`config.mk`:
```
export PLATFORM = sky130hd
export DESIGN_NAME = alu_share_ctrl
export DESIGN_NICKNAME = d
export VERILOG_FILES = /design/src/rtl/alu_share_ctrl.sv
export SDC_FILE = /design/constraint.sdc
export NUM_CORES = 1
export LEC_CHECK = 0
export ABC_AREA = 1
export CORE_AREA = 2 2 166 168
export DETAILED_ROUTE_END_ITERATION = 16
export DIE_AREA = 0 0 168 170
export GPL_TIMING_DRIVEN = 0
export PLACE_DENSITY = 0.7
export SYNTH_ARGS = -nofsm -noshare
export SYNTH_HDL_FRONTEND = slang
export SYNTH_SLANG_ARGS = --single-unit
```
`constraint.sdc`:
```
create_clock -name clk -period 4.5 [get_ports clk]
set_input_delay 0.9 -clock clk [delete_from_list [all_inputs] [get_ports clk]]
set_output_delay 0.9 -clock clk [all_outputs]
set_load 0.1 [all_outputs]
```
`src/rtl/alu_share_ctrl.sv`:
```
// alu_share_ctrl: round-robin share of one external combinational ALU by two requesters.
// Ports: clk/rst_n, req0_*/req1_* operand channels, rsp0_*/rsp1_* result channels, alu_* operand/result, busy.
module alu_share_ctrl (
   input  logic        clk,
   input  logic        rst_n,
   input  logic        req0_valid,
   output logic        req0_ready,
   input  logic [31:0] req0_src1,
   input  logic [31:0] req0_src2,
   input  logic [31:0] req0_imm_val,
   input  logic        req0_imm,
   input  logic [2:0]  req0_funct3,
   input  logic [6:0]  req0_funct7,
   input  logic        req1_valid,
   output logic        req1_ready,
   input  logic [31:0] req1_src1,
   input  logic [31:0] req1_src2,
   input  logic [31:0] req1_imm_val,
   input  logic        req1_imm,
   input  logic [2:0]  req1_funct3,
   input  logic [6:0]  req1_funct7,
   output logic        rsp0_valid,
   input  logic        rsp0_ready,
   output logic [31:0] rsp0_res,
   output logic        rsp1_valid,
   input  logic        rsp1_ready,
   output logic [31:0] rsp1_res,
   output logic [31:0] alu_src1,
   output logic [31:0] alu_src2,
   output logic [31:0] alu_imm_val,
   output logic        alu_imm,
   output logic [2:0]  alu_funct3,
   output logic [6:0]  alu_funct7,
   input  logic [31:0] alu_res,
   output logic        busy
);

   typedef enum logic [1:0] {
      IDLE,
      EXEC,
      RESP
   } state_t;

   state_t      state_q;
   state_t      state_d;
   logic        owner_q;
   logic        last_q;
   logic [31:0] res_q;
   logic        grant0;
   logic        grant1;
   logic        accept;
   logic        rsp_hs;

   // last_q names the requester served most recently; on a tie the other one wins
   always_comb begin
      grant0 = 1'b0;
      grant1 = 1'b0;
      unique case (1'b1)
         (req0_valid & req1_valid): begin
            grant0 = last_q;
            grant1 = ~last_q;
         end
         (req0_valid & ~req1_valid): grant0 = 1'b1;
         (~req0_valid & req1_valid): grant1 = 1'b1;
         default: ;
      endcase
   end

   assign req0_ready = (state_q == IDLE) & grant0;
   assign req1_ready = (state_q == IDLE) & grant1;
   assign accept     = req0_ready | req1_ready;

   assign rsp0_valid = (state_q == RESP) & ~owner_q;
   assign rsp1_valid = (state_q == RESP) & owner_q;
   assign rsp0_res   = res_q;
   assign rsp1_res   = res_q;
   assign rsp_hs     = (rsp0_valid & rsp0_ready)
                     | (rsp1_valid & rsp1_ready);

   assign busy = (state_q != IDLE);

   always_comb begin
      state_d = state_q;
      unique case (state_q)
         IDLE: if (accept) state_d = EXEC;
         EXEC: state_d = RESP;
         RESP: if (rsp_hs) state_d = IDLE;
         default: state_d = IDLE;
      endcase
   end

   always_ff @(posedge clk or negedge rst_n) begin
      if (!rst_n) begin
         state_q <= IDLE;
      end else begin
         state_q <= state_d;
      end
   end

   // operand register feeds the ALU directly; it only moves on an accept
   always_ff @(posedge clk or negedge rst_n) begin
      if (!rst_n) begin
         alu_src1    <= '0;
         alu_src2    <= '0;
         alu_imm_val <= '0;
         alu_imm     <= 1'b0;
         alu_funct3  <= '0;
         alu_funct7  <= '0;
         owner_q     <= 1'b0;
         last_q      <= 1'b1;
      end else if (accept) begin
         alu_src1    <= grant1 ? req1_src1    : req0_src1;
         alu_src2    <= grant1 ? req1_src2    : req0_src2;
         alu_imm_val <= grant1 ? req1_imm_val : req0_imm_val;
         alu_imm     <= grant1 ? req1_imm     : req0_imm;
         alu_funct3  <= grant1 ? req1_funct3  : req0_funct3;
         alu_funct7  <= grant1 ? req1_funct7  : req0_funct7;
         owner_q     <= grant1;
         last_q      <= grant1;
      end
   end

   always_ff @(posedge clk or negedge rst_n) begin
      if (!rst_n) begin
         res_q <= '0;
      end else if (state_q == EXEC) begin
         res_q <= alu_res;
      end
   end

endmodule

```
==> impl_metrics.prom <==
# TYPE chip_impl_metric gauge
chip_impl_info{name="status",value="complete, no violations"} 1
chip_impl_metric{name="detailroute.via_count",unit=""} 8056
chip_impl_metric{name="timing.fmax",unit="MHz"} 232
chip_impl_metric{name="wirelength",unit="mm"} 28.8
chip_impl_metric{name="hpwlAfterDp",unit="mm"} 22.5
chip_impl_info{name="layout.cells.most_common_list",value="sky130_fd_sc_hd__nand2_1 (607), sky130_fd_sc_hd__clkdlybuf4s50_1 (425), sky130_fd_sc_hd__dfrtp_1 (142)"} 1
chip_impl_metric{name="worstPathArrival",unit="ns"} 3.40
chip_impl_metric{name="portbufs",unit=""} 427
chip_impl_info{name="cp_cell_sequence",value="clkdlybuf4s50_1, nand2_1, nand3_1, inv_1, clkdlybuf4s50_1"} 1
chip_impl_metric{name="clock_path_buffers",unit=""} 2
chip_impl_metric{name="syn2layout_area_growth",unit="%"} 73.8
chip_impl_metric{name="setup_viol",unit=""} 0
chip_impl_metric{name="timing_max_transition_violations_final",unit=""} 0
chip_impl_metric{name="global_route.overflow_total",unit=""} 0
chip_impl_metric{name="clock_sinks",unit=""} 143
chip_impl_metric{name="syn_nets",unit=""} 1257
chip_impl_metric{name="vias_in_the_first_global_route",unit=""} 7882
chip_impl_metric{name="tightestPinTransition",unit="ns"} 1.10
chip_impl_info{name="min-delay-path-class",value="in -> async"} 1
chip_impl_metric{name="fin_crit_sh",unit="%"} 95.6
chip_impl_metric{name="register_area",unit="um^2"} 3580
chip_impl_metric{name="crit_path_required_time",unit="ns"} 3.60
chip_impl_metric{name="initial_core_util",unit="%"} 26.9
chip_impl_info{name="crit_path_frequent_cell",value="sky130_fd_sc_hd__clkdlybuf4s50_1"} 1
chip_impl_metric{name="die_area",unit="um^2"} 28600
chip_impl_metric{name="drc_errors",unit=""} 0
chip_impl_metric{name="netlist_area_before_placement",unit="um^2"} 7180
chip_impl_metric{name="dr.first_iter.drc_count",unit=""} 462
chip_impl_metric{name="synth.yosys.seq_area_share",unit="%"} 49.9
chip_impl_metric{name="place_congestion",unit=""} 0.895
chip_impl_metric{name="synth_warnings",unit=""} 0
chip_impl_metric{name="area_of_the_core",unit="um^2"} 26700
chip_impl_metric{name="placementRows",unit=""} 60
chip_impl_metric{name="placed_cell_area",unit="um^2"} 11900
chip_impl_metric{name="finalCriticalPeriod",unit="ns"} 4.30
chip_impl_metric{name="timing.max_slew.rel_slack",unit="%"} 26.7
chip_impl_metric{name="insertedDiodeCount",unit=""} 0
chip_impl_metric{name="drive_gt1_share",unit="%"} 6.42
chip_impl_metric{name="die-height",unit="um"} 170
chip_impl_metric{name="htree_levels",unit=""} 4
chip_impl_metric{name="grt_start_max_net_pins",unit=""} 79
chip_impl_metric{name="num-fill-cells",unit=""} 2681
chip_impl_metric{name="multi_input_comb_area",unit="um^2"} 3030
chip_impl_metric{name="drt_first_pass_iters",unit=""} 5
chip_impl_metric{name="route.detailed.vias_per_inst",unit=""} 4.46
chip_impl_metric{name="avgSynthCellArea",unit="um^2"} 7.14
chip_impl_info{name="critPathKind",value="in -> out"} 1
chip_impl_metric{name="finalClockSkew",unit="ns"} 0.0167
chip_impl_info{name="setup_repair_after_global_routing_missed_its_margin",value="no"} 1
chip_impl_metric{name="top_level_ports",unit=""} 428
chip_impl_info{name="cp-start-kind",value="primary input"} 1
chip_impl_metric{name="post_synth_inst_count",unit=""} 1005
chip_impl_metric{name="grt_pass1_wl",unit="mm"} 43.6
chip_impl_metric{name="cp_max_fo",unit=""} 9
chip_impl_info{name="tritoncts",value="yes"} 1
chip_impl_metric{name="synth.lib_cells_used.distinct",unit=""} 18
chip_impl_metric{name="ant_nets",unit=""} 0
chip_impl_info{name="clock_tree.root_cell",value="sky130_fd_sc_hd__clkbuf_16"} 1
chip_impl_metric{name="chipWidth",unit="um"} 168
chip_impl_metric{name="yosys_register_bits",unit=""} 143
chip_impl_metric{name="finalHoldViolations",unit=""} 0
chip_impl_metric{name="number_of_buffers_created_by_cts",unit=""} 17
chip_impl_metric{name="cts_setup_buffers",unit=""} 0
chip_impl_info{name="final_common_cell",value="sky130_fd_sc_hd__nand2_1"} 1
chip_impl_metric{name="slowest_delay",unit="ns"} 1.17
chip_impl_metric{name="layout.core_utilization",unit="%"} 46.8
chip_impl_info{name="timing.critical_path.to_type",value="output pin"} 1
chip_impl_info{name="critical_path.slowest_cell",value="sky130_fd_sc_hd__clkdlybuf4s50_1"} 1
chip_impl_metric{name="number_of_cell_instances_on_the_worst_register_to_register_path",unit=""} 8
chip_impl_metric{name="cts.clk_slew.worst_paths",unit="ns"} 0.07
chip_impl_metric{name="wl_per_cell",unit="um"} 15.9
chip_impl_metric{name="groute.usage.overall",unit="%"} 19.7
chip_impl_metric{name="finalNetCount",unit=""} 1704
chip_impl_metric{name="design_area",unit="um^2"} 12500
chip_impl_metric{name="antenna_found_initial",unit=""} 0
chip_impl_metric{name="max-cap-violations",unit=""} 0
chip_impl_metric{name="worst_skew_pair.late_latency",unit="ns"} 0.42
==> logic make-up (layout without fill, tap and decap cells) <==
group                  Yosys count  count (layout)  share of synthesized area, %
AO/OA/AOI/OAI                    4               4                         0.471
buffers and inverters          107             566                          7.91
AND/OR/NAND/NOR                751             751                          41.8
flip-flops                     143             143                          49.9
==> critical path: cells and delay by family <==
| kind | cells | cell delay (ns) |
|---|---|---|
| buffers and inverters | 3 | 1.78 |
| and+or+nand+nor | 2 | 0.71 |
==> state kept, by name, summed over array words and instances (netlist names) <==
name,flops
state_q,2
alu_imm,1
alu_src2,32
alu_imm_val,32
alu_funct3,3
alu_funct7,7
rsp0_res,32
last_q,1
alu_src1,32
owner_q,1
==> synthesized netlist by cell type <==
library cell | number | area, um^2
sky130_fd_sc_hd__inv_1 | 8 | 30.0
sky130_fd_sc_hd__dfrtp_1 | 142 | 3550
sky130_fd_sc_hd__o211ai_1 | 1 | 7.51
sky130_fd_sc_hd__o211ai_2 | 1 | 12.5
sky130_fd_sc_hd__nand2_2 | 1 | 6.26
sky130_fd_sc_hd__buf_1 | 1 | 3.75
sky130_fd_sc_hd__buf_2 | 22 | 110
sky130_fd_sc_hd__inv_2 | 2 | 7.51
sky130_fd_sc_hd__a21oi_2 | 1 | 8.76
sky130_fd_sc_hd__o21ai_0 | 1 | 5.00
sky130_fd_sc_hd__nand2_1 | 607 | 2280
sky130_fd_sc_hd__clkbuf_1 | 39 | 146
sky130_fd_sc_hd__nor3_1 | 1 | 5.00
sky130_fd_sc_hd__nand3_1 | 140 | 701
sky130_fd_sc_hd__nor2_1 | 2 | 7.51
sky130_fd_sc_hd__buf_6 | 2 | 22.5
sky130_fd_sc_hd__dfstp_2 | 1 | 26.3
sky130_fd_sc_hd__buf_4 | 33 | 248
==> metrics by stage <==
stage          cells  setup TNS, ns  hold WS [ns]  worst slack, ns
3_5_place_dp    1774        -0.0627         0.464          -0.0627
5_1_grt         1805              0         0.488           0.0864
6_report        1805              0         0.464            0.199
3_3_place_gp    1773        -486.66         0.462            -3.44
2_1_floorplan   1005              0         0.465            0.980
4_1_cts         1805              0         0.481            0.186
==> per-layer routing <==
| layer | global-route usage [%] | vias up | part of all wire [%] |
|---|---|---|---|
| met1 | 23.4 | 3694 | 40 |
| met2 | 34.0 | 340 | 49 |
| li1 | - | 3987 | - |
| met5 | 0 | - | 0 |
| met4 | 6.92 | 0 | 2.9 |
| met3 | 5.65 | 35 | 8.1 |
==> timing repair <==
item,CTS,global route
hold buffers,0,0
endpoints found under the setup margin,1,0
resized for setup,1,0
==> final cells by class <==
cell class,instances,area share (%)
clock inverter,12,1.08
sequential,143,28.7
timing repair buffer,428,34.5
multi-input combinational,755,24.3
clock buffer,19,3.47
inverter,10,0.301
buffer,97,4.25
tap,341,3.42
==> path summary, 6_finish.rpt <==
| path | from | end | slack, ns |
|---|---|---|---|
| min | rst_n | alu_imm_val[12] | 0.46 |
| min reg2reg | alu_src1[9] | alu_src1[9] | 0.48 |
| max in group asynchronous | rst_n | last_q | 3.16 |
| max | req1_valid | req0_ready | 0.20 |
| max reg2reg | last_q | alu_src2[13] | 2.37 |
| min in group clk | alu_src1[9] | alu_src1[9] | 0.48 |
Power is not shown: default switching activity piles up to over one toggle a cycle in this logic, so the estimate is an artifact.
